===== src/rtl/fifo_sb_pkg.sv =====
// Shared types and constants for the FIFO scoreboard slice.
package fifo_sb_pkg;

  typedef enum logic {
    SB_RUN  = 1'b0,
    SB_HALT = 1'b1
  } sb_state_e;

  localparam int ERR_CNT_W = 16;

  // Increment that sticks at all-ones instead of wrapping.
  function automatic logic [ERR_CNT_W-1:0] sat_inc(input logic [ERR_CNT_W-1:0] v);
    return (&v) ? v : v + 1'b1;
  endfunction

endpackage


===== src/rtl/fifo_sb_model.sv =====
// Reference FIFO model: storage, wrapping pointers and an entry count.
// Callers decide legality; push/pop here are already qualified.
module fifo_sb_model
  import fifo_sb_pkg::*;
#(
  parameter int DATA_W = 4,
  parameter int DEPTH  = 4,
  parameter int CW     = $clog2(DEPTH) + 1
) (
  input  logic              clk,
  input  logic              rst_b,
  input  logic              push,
  input  logic              pop,
  input  logic              flush,
  input  logic [DATA_W-1:0] wr_data,
  output logic [CW-1:0]     count,
  output logic [DATA_W-1:0] rd_data
);

  localparam int PW = $clog2(DEPTH);

  logic [DATA_W-1:0] mem [DEPTH];
  logic [PW-1:0]     wr_ptr;
  logic [PW-1:0]     rd_ptr;

  // Storage is not reset; it is only read once count says it holds data.
  always_ff @(posedge clk) begin
    if (push) mem[wr_ptr] <= wr_data;
  end

  // Pointers wrap naturally because DEPTH is a power of two.
  always_ff @(posedge clk or negedge rst_b) begin
    if (!rst_b) begin
      wr_ptr <= '0;
      rd_ptr <= '0;
      count  <= '0;
    end else if (flush) begin
      wr_ptr <= '0;
      rd_ptr <= '0;
      count  <= '0;
    end else begin
      if (push) wr_ptr <= wr_ptr + 1'b1;
      if (pop)  rd_ptr <= rd_ptr + 1'b1;
      case ({push, pop})
        2'b10:   count <= count + 1'b1;
        2'b01:   count <= count - 1'b1;
        default: count <= count;
      endcase
    end
  end

  assign rd_data = mem[rd_ptr];

endmodule


===== src/rtl/fifo_scoreboard.sv =====
// Passive checker for a FIFO: tracks a model of its contents, flags
// overflow/underflow/data mismatch and optionally halts on the first error.
module fifo_scoreboard
  import fifo_sb_pkg::*;
#(
  parameter  int DATA_W      = 4,
  parameter  int DEPTH       = 4,
  parameter  int READ_LAT    = 0,
  parameter  int STOP_ON_ERR = 0,
  localparam int CW          = $clog2(DEPTH) + 1
) (
  input  logic                 clk,
  input  logic                 rst_b,
  input  logic                 vld_in,
  input  logic [DATA_W-1:0]    data_in,
  input  logic                 vld_out,
  input  logic [DATA_W-1:0]    data_out,
  input  logic                 clr_err,
  output logic [CW-1:0]        occupancy,
  output logic                 err_overflow,
  output logic                 err_underflow,
  output logic                 err_mismatch,
  output logic [ERR_CNT_W-1:0] err_cnt,
  output logic [DATA_W-1:0]    err_exp,
  output logic [DATA_W-1:0]    err_act,
  output logic                 halted
);

  localparam logic [CW-1:0] FULL = CW'(DEPTH);

  sb_state_e         state;
  logic              run;
  logic [CW-1:0]     count;
  logic [DATA_W-1:0] rd_data;
  logic              empty, full;
  logic              push, pop, flush;
  logic              ovf, udf, mis, new_err;
  logic [DATA_W-1:0] exp_now;
  logic              cmp_vld;
  logic [DATA_W-1:0] cmp_exp;

  assign run   = (state == SB_RUN);
  assign empty = (count == '0);
  assign full  = (count == FULL);

  // Simultaneous read/write is always legal: full frees a slot, empty falls through.
  assign push  = run && vld_in  && (!full  || vld_out);
  assign pop   = run && vld_out && (!empty || vld_in);
  assign flush = !run && clr_err;

  assign ovf   = run && vld_in  && !vld_out && full;
  assign udf   = run && vld_out && !vld_in  && empty;

  // On an empty model the word being written is the one being read.
  assign exp_now = empty ? data_in : rd_data;

  fifo_sb_model #(
    .DATA_W (DATA_W),
    .DEPTH  (DEPTH),
    .CW     (CW)
  ) u_model (
    .clk     (clk),
    .rst_b   (rst_b),
    .push    (push),
    .pop     (pop),
    .flush   (flush),
    .wr_data (data_in),
    .count   (count),
    .rd_data (rd_data)
  );

  generate
    if (READ_LAT == 0) begin : g_lat0
      assign cmp_vld = pop;
      assign cmp_exp = exp_now;
    end else begin : g_lat1
      logic              p_vld;
      logic [DATA_W-1:0] p_exp;
      // Hold the expected word one cycle; pop is low in HALT so this drains.
      always_ff @(posedge clk or negedge rst_b) begin
        if (!rst_b) begin
          p_vld <= 1'b0;
          p_exp <= '0;
        end else begin
          p_vld <= pop;
          p_exp <= exp_now;
        end
      end
      assign cmp_vld = run && p_vld;
      assign cmp_exp = p_exp;
    end
  endgenerate

  assign mis     = cmp_vld && (cmp_exp != data_out);
  assign new_err = ovf || udf || mis;

  // FSM plus sticky flags, capture registers and saturating error counter.
  always_ff @(posedge clk or negedge rst_b) begin
    if (!rst_b) begin
      state         <= SB_RUN;
      err_overflow  <= 1'b0;
      err_underflow <= 1'b0;
      err_mismatch  <= 1'b0;
      err_cnt       <= '0;
      err_exp       <= '0;
      err_act       <= '0;
    end else if (!run) begin
      if (clr_err) begin
        state         <= SB_RUN;
        err_overflow  <= 1'b0;
        err_underflow <= 1'b0;
        err_mismatch  <= 1'b0;
        err_cnt       <= '0;
        err_exp       <= '0;
        err_act       <= '0;
      end
    end else begin
      if (clr_err) begin
        // A fresh error in the clearing cycle survives the clear.
        err_overflow  <= ovf;
        err_underflow <= udf;
        err_mismatch  <= mis;
        err_cnt       <= {{(ERR_CNT_W-1){1'b0}}, new_err};
        err_exp       <= mis ? cmp_exp  : '0;
        err_act       <= mis ? data_out : '0;
      end else begin
        err_overflow  <= err_overflow  | ovf;
        err_underflow <= err_underflow | udf;
        err_mismatch  <= err_mismatch  | mis;
        if (new_err) err_cnt <= sat_inc(err_cnt);
        if (mis && !err_mismatch) begin
          err_exp <= cmp_exp;
          err_act <= data_out;
        end
      end
      if ((STOP_ON_ERR != 0) && new_err) state <= SB_HALT;
    end
  end

  assign occupancy = count;
  assign halted    = (state == SB_HALT);

endmodule


===== config.mk =====
export PLATFORM = sky130hd
export DESIGN_NAME = fifo_scoreboard
export DESIGN_NICKNAME = d
export VERILOG_FILES = /design/src/rtl/fifo_sb_pkg.sv /design/src/rtl/fifo_sb_model.sv /design/src/rtl/fifo_scoreboard.sv
export SDC_FILE = /design/constraint.sdc
export NUM_CORES = 1
export LEC_CHECK = 0
export BUFFER_PORTS_ARGS = -buffer_cell sky130_fd_sc_hd__buf_2
export CORE_AREA = 2 2 84 86
export DETAILED_ROUTE_END_ITERATION = 10
export DIE_AREA = 0 0 86 88
export PLACE_DENSITY = 0.75
export SYNTH_ARGS = -nofsm -noshare
export SYNTH_HDL_FRONTEND = slang
export SYNTH_SLANG_ARGS = --single-unit

===== constraint.sdc =====
create_clock -name clk -period 2.6 [get_ports clk]
set_clock_uncertainty 0.2 [all_clocks]
set_input_delay 0.13 -clock clk [delete_from_list [all_inputs] [get_ports clk]]
set_output_delay 0.13 -clock clk [all_outputs]
set_load 0.005 [all_outputs]

==> summary.md <==
| Metric | Value |
|---|---|
| Worst r2r dst | `err_act[3]$_DFFE_PN0P_` |
| Synth top area cells | `dfrtp_1 30%, edfxtp_1 16%, mux4_2 3.1%, o221ai_1 2.7%, o211ai_1 2.6%` |
| Required @ worst endpoint | `2620 ps` |
| Final nets | `between 300 and 400` |
| CP Capture Point | `err_act[3]$_DFFE_PN0P_` |
| Synthesis Warnings | `0` |
| Yosys cell types | `58` |
| Die area | `approximately 7600 um2` |
| Clk slew on worst S/H paths | `~100 ps` |
| Avg Cell Area, Syn | `10.95 um2` |
| IO Port Bufs | `43` |
| Reg power frac | `approximately two fifths` |
| Vias per cell | `6.133` |
| Endpoint class of the critical path | `flip-flop` |
| Origin of the critical flop-to-flop path | `u_model.rd_ptr[0]$_DFFE_PN0P_` |
| Pwr Density | `815.7 nW/um2` |
| Slowest cell on crit path | `mux4_2` |
| Mapped Nets | `286` |
| Post-route insts no fill | `slightly above 400` |
| Slew @ Worst Pin | `~840 ps` |
| I/O Pins | `44` |
| Final Setup Violations | `0` |
| Ant diodes | `0` |
| DR vias | `2496` |
| CP Max Fanout | `13` |
| Worst hold path type | `in -> reg` |
| Max IR drop VDD | `roughly 0.27 mV` |
| Cells after DPL | `388` |
| Max Buffers Root-to-Sink | `2` |
| Area Overhead vs Synth | `18.70%` |
| Num rows | `30` |
| Later-pin clock latency in the skew report | `about 320 ps` |
| Register-to-register setup slack | `150 ps` |
| Syn Std Cell Area | `2924 um2` |
| Slew Limit Fails | `0` |
| Seq/Total Area, Yosys | `46.38%` |
| Primary FF master, synth | `dfrtp_1` |
| 1st-iter DRT viols | `287` |
| Rel. slew slack | `44.31%` |
| Async set-or-reset flop fraction in the synthesized netlist | `68.63%` |
| CTS tree | `built` |
| Layout cell share with drive strength beyond 1 | `24.46%` |
| Postcts setup bufs | `0` |
| Clock share of power | `18.0%` |
| # DRC | `0` |
| Most used standard cell by instance count after synthesis | `dfrtp_1` |
| Max Cap Violations | `0` |
| Largest net degree at the start of global routing | `36` |
| Cell Chain, Critical Path | `mux4_2 -> xnor2_2 -> and4_4 -> o41a_1 -> a22o_1` |
| Gpl congestion | `0.8764` |
| TNS Setup | `0 ps` |
| Most frequent cells after synthesis | `35 x dfrtp_1, 19 x nand2_1, 16 x edfxtp_1` |
| Setup crit start | `u_model.rd_ptr[0]$_DFFE_PN0P_` |
| Chip height | `88 um` |
| Switching part of the total | `38.39%` |
| Initial core utilization | `44.01%` |
| H-tree Lvls | `2` |
| Drt wl/cell | `17.92 um` |
| Vias in the first global route | `2460` |
| CP peak stage delay | `~570 ps` |
| Num CTS Buffers | `5` |
| Hpwl dp | `between 5 and 6 mm` |
| FMAX | `around 410 MHz` |
| Register bit total from synthesis | `51` |
| Initial antenna violation count | `0` |
| Switching power | `about 1.1 mW` |
| Unrepaired setup endpoints after global routing | `false` |
| Post-synth EDFFs | `16` |
| Crit start category | `flip-flop` |
| Int Pwr | `1.744 mW` |
| Area share of the largest cell type after synthesis | `29.95%` |
| First-pass GRT wire length | `12.00 mm` |
| Leak | `1.551 nW` |
| Synth area leader | `dfrtp_1` |
| GRT overflow | `0` |
| Crit Path Class | `reg -> reg` |
| Core Area | `about 6600 um2` |
| Chip Width | `86 um` |
| Tmin final | `2452 ps` |
| Clock root buffer | `clkbuf_8` |
| Buf/Inv on CP | `0` |
| Final Cycle Share | `between 90% and 100%` |
| Hold Fails Final Rpt | `0` |
| GRT Util Overall | `20.38%` |
| Combinational power share | `40.2%` |
| Post-Syn Instances | `267` |
| Final WL | `approximately 7.3 mm` |
| Critical path depth in cells | `5` |
| Status | `finished clean` |
| CTS Sinks | `51` |
| R2r worst-path depth | `5` |
| CP arrival | `2470 ps` |
| CP delay by family, top | `compound AO/OA/AOI/OAI gates` |
| Routed Antenna Nets | `0` |
| Pre-antenna DRT Iters | `4` |
==> layer usage <==
metal | up-vias | global-route usage [%] | share of wire, %
met5 | - | 0 | 0
met2 | 70 | 34.67 | 51
met1 | 1252 | 25.51 | 42
li1 | 1160 | - | -
met4 | 0 | 7.937 | 2.1
met3 | 14 | 4.336 | 4.3
==> kinds of logic (layout without fill, tap and decap cells) <==
family          after synthesis  after routing  share of synthesized area, %
xor+xnor                     12             12                         4.621
flops                        51             51                         46.38
simple gates                 84             84                         15.28
buf+inv                      23             83                         3.680
mux                           9              9                         4.793
compound gates               82             82                         22.42
fa+ha+maj                     6              6                         2.824
==> how the worst min path moves through the flow <==
stage / from / end / cells after the start
after floorplan: rst_b / err_act[0]$_DFFE_PN0P_ / 0
after global placement: rst_b / err_exp[0]$_DFFE_PN0P_ / 1
after detailed placement: rst_b / err_exp[0]$_DFFE_PN0P_ / 1
after CTS: clr_err / halted$_DFF_PN0_ / 2
after global routing: clr_err / halted$_DFF_PN0_ / 2
final: clr_err / halted$_DFF_PN0_ / 2
==> layout by cell type (no fill, tap or decap), types with 5 or more instances in the layout <==
cell / count
a21oi_1: 7
a22o_1: 5
a31oi_1: 8
and2_1: 5
buf_2: 43
buf_4: 10
clkbuf_8: 5
dfrtp_1: 34
dlygate4sd3_1: 11
edfxtp_1: 16
ha_1: 5
inv_1: 10
mux2i_1: 5
nand2_1: 19
nand3_1: 9
nand4_1: 5
nor2_1: 10
nor2b_1: 5
nor3_1: 8
o211a_1: 6
o211ai_1: 10
o21ai_0: 7
o221ai_1: 9
o2bb2ai_1: 5
or3_1: 5
xnor2_1: 7
==> sequential cells by signal (all words and copies together) (netlist names) <==
name / cells
err_cnt: 16
u_model.mem: 16
err_act: 4
err_exp: 4
u_model.count: 3
u_model.rd_ptr: 2
u_model.wr_ptr: 2
err_mismatch: 1
err_overflow: 1
err_underflow: 1
halted: 1
==> worst reg2reg max path, delay by kind of cell (launching register included) <==
| family | cells | cell delay (ps) |
|---|---|---|
| mux | 1 | 570 |
| flops | 1 | 470 |
| compound gates | 2 | 700 |
| xor+xnor | 1 | 160 |
| simple gates | 1 | 260 |
==> power groups by stage <==
| stage | clock network, mW | registers [mW] | logic (mW) |
|---|---|---|---|
| 4_1_cts | 0.522 | 1.18 | 1.13 |
| 6_report | 0.509 | 1.18 | 1.14 |
| 3_5_place_dp | 0 | 1.20 | 1.11 |
| 2_1_floorplan | 0 | 1.15 | 0.810 |
| 5_1_grt | 0.550 | 1.21 | 1.25 |
| 3_3_place_gp | 0 | 1.19 | 1.06 |
==> layout make-up <==
| cell class | instances | area (um2) |
|---|---|---|
| clock buffers | 5 | 68.82 |
| fillers | 577 | 3173 |
| well taps | 80 | 100.1 |
| clock inverters | 3 | 28.78 |
| flip-flops and latches | 51 | 1358 |
| multi-input cells | 193 | 1474 |
| inverters | 11 | 41.29 |
| repair buffers | 64 | 400.4 |
==> stage by stage <==
step	hold WS, ps	instance area [um2]	power (mW)	setup WS [ps]	utilization (%)
2_1_floorplan	-365.6	2924	1.964	290.4	-
3_3_place_gp	62.37	3248	2.251	126.5	48.89
3_5_place_dp	84.35	3248	2.306	35.21	48.89
4_1_cts	5.095	3456	2.832	24.72	52.02
5_1_grt	16.02	3471	3.017	45.38	52.24
6_report	11.42	3471	2.831	147.5	52.24
==> timing repair <==
| action | 4_1_cts | 5_1_grt |
|---|---|---|
| resized for setup | 0 | 3 |
| hold buffers | 11 | 0 |
| hold endpoints to repair | 56 | 0 |
| setup endpoints to repair | 0 | 7 |
(Power assumes the default switching activity.)
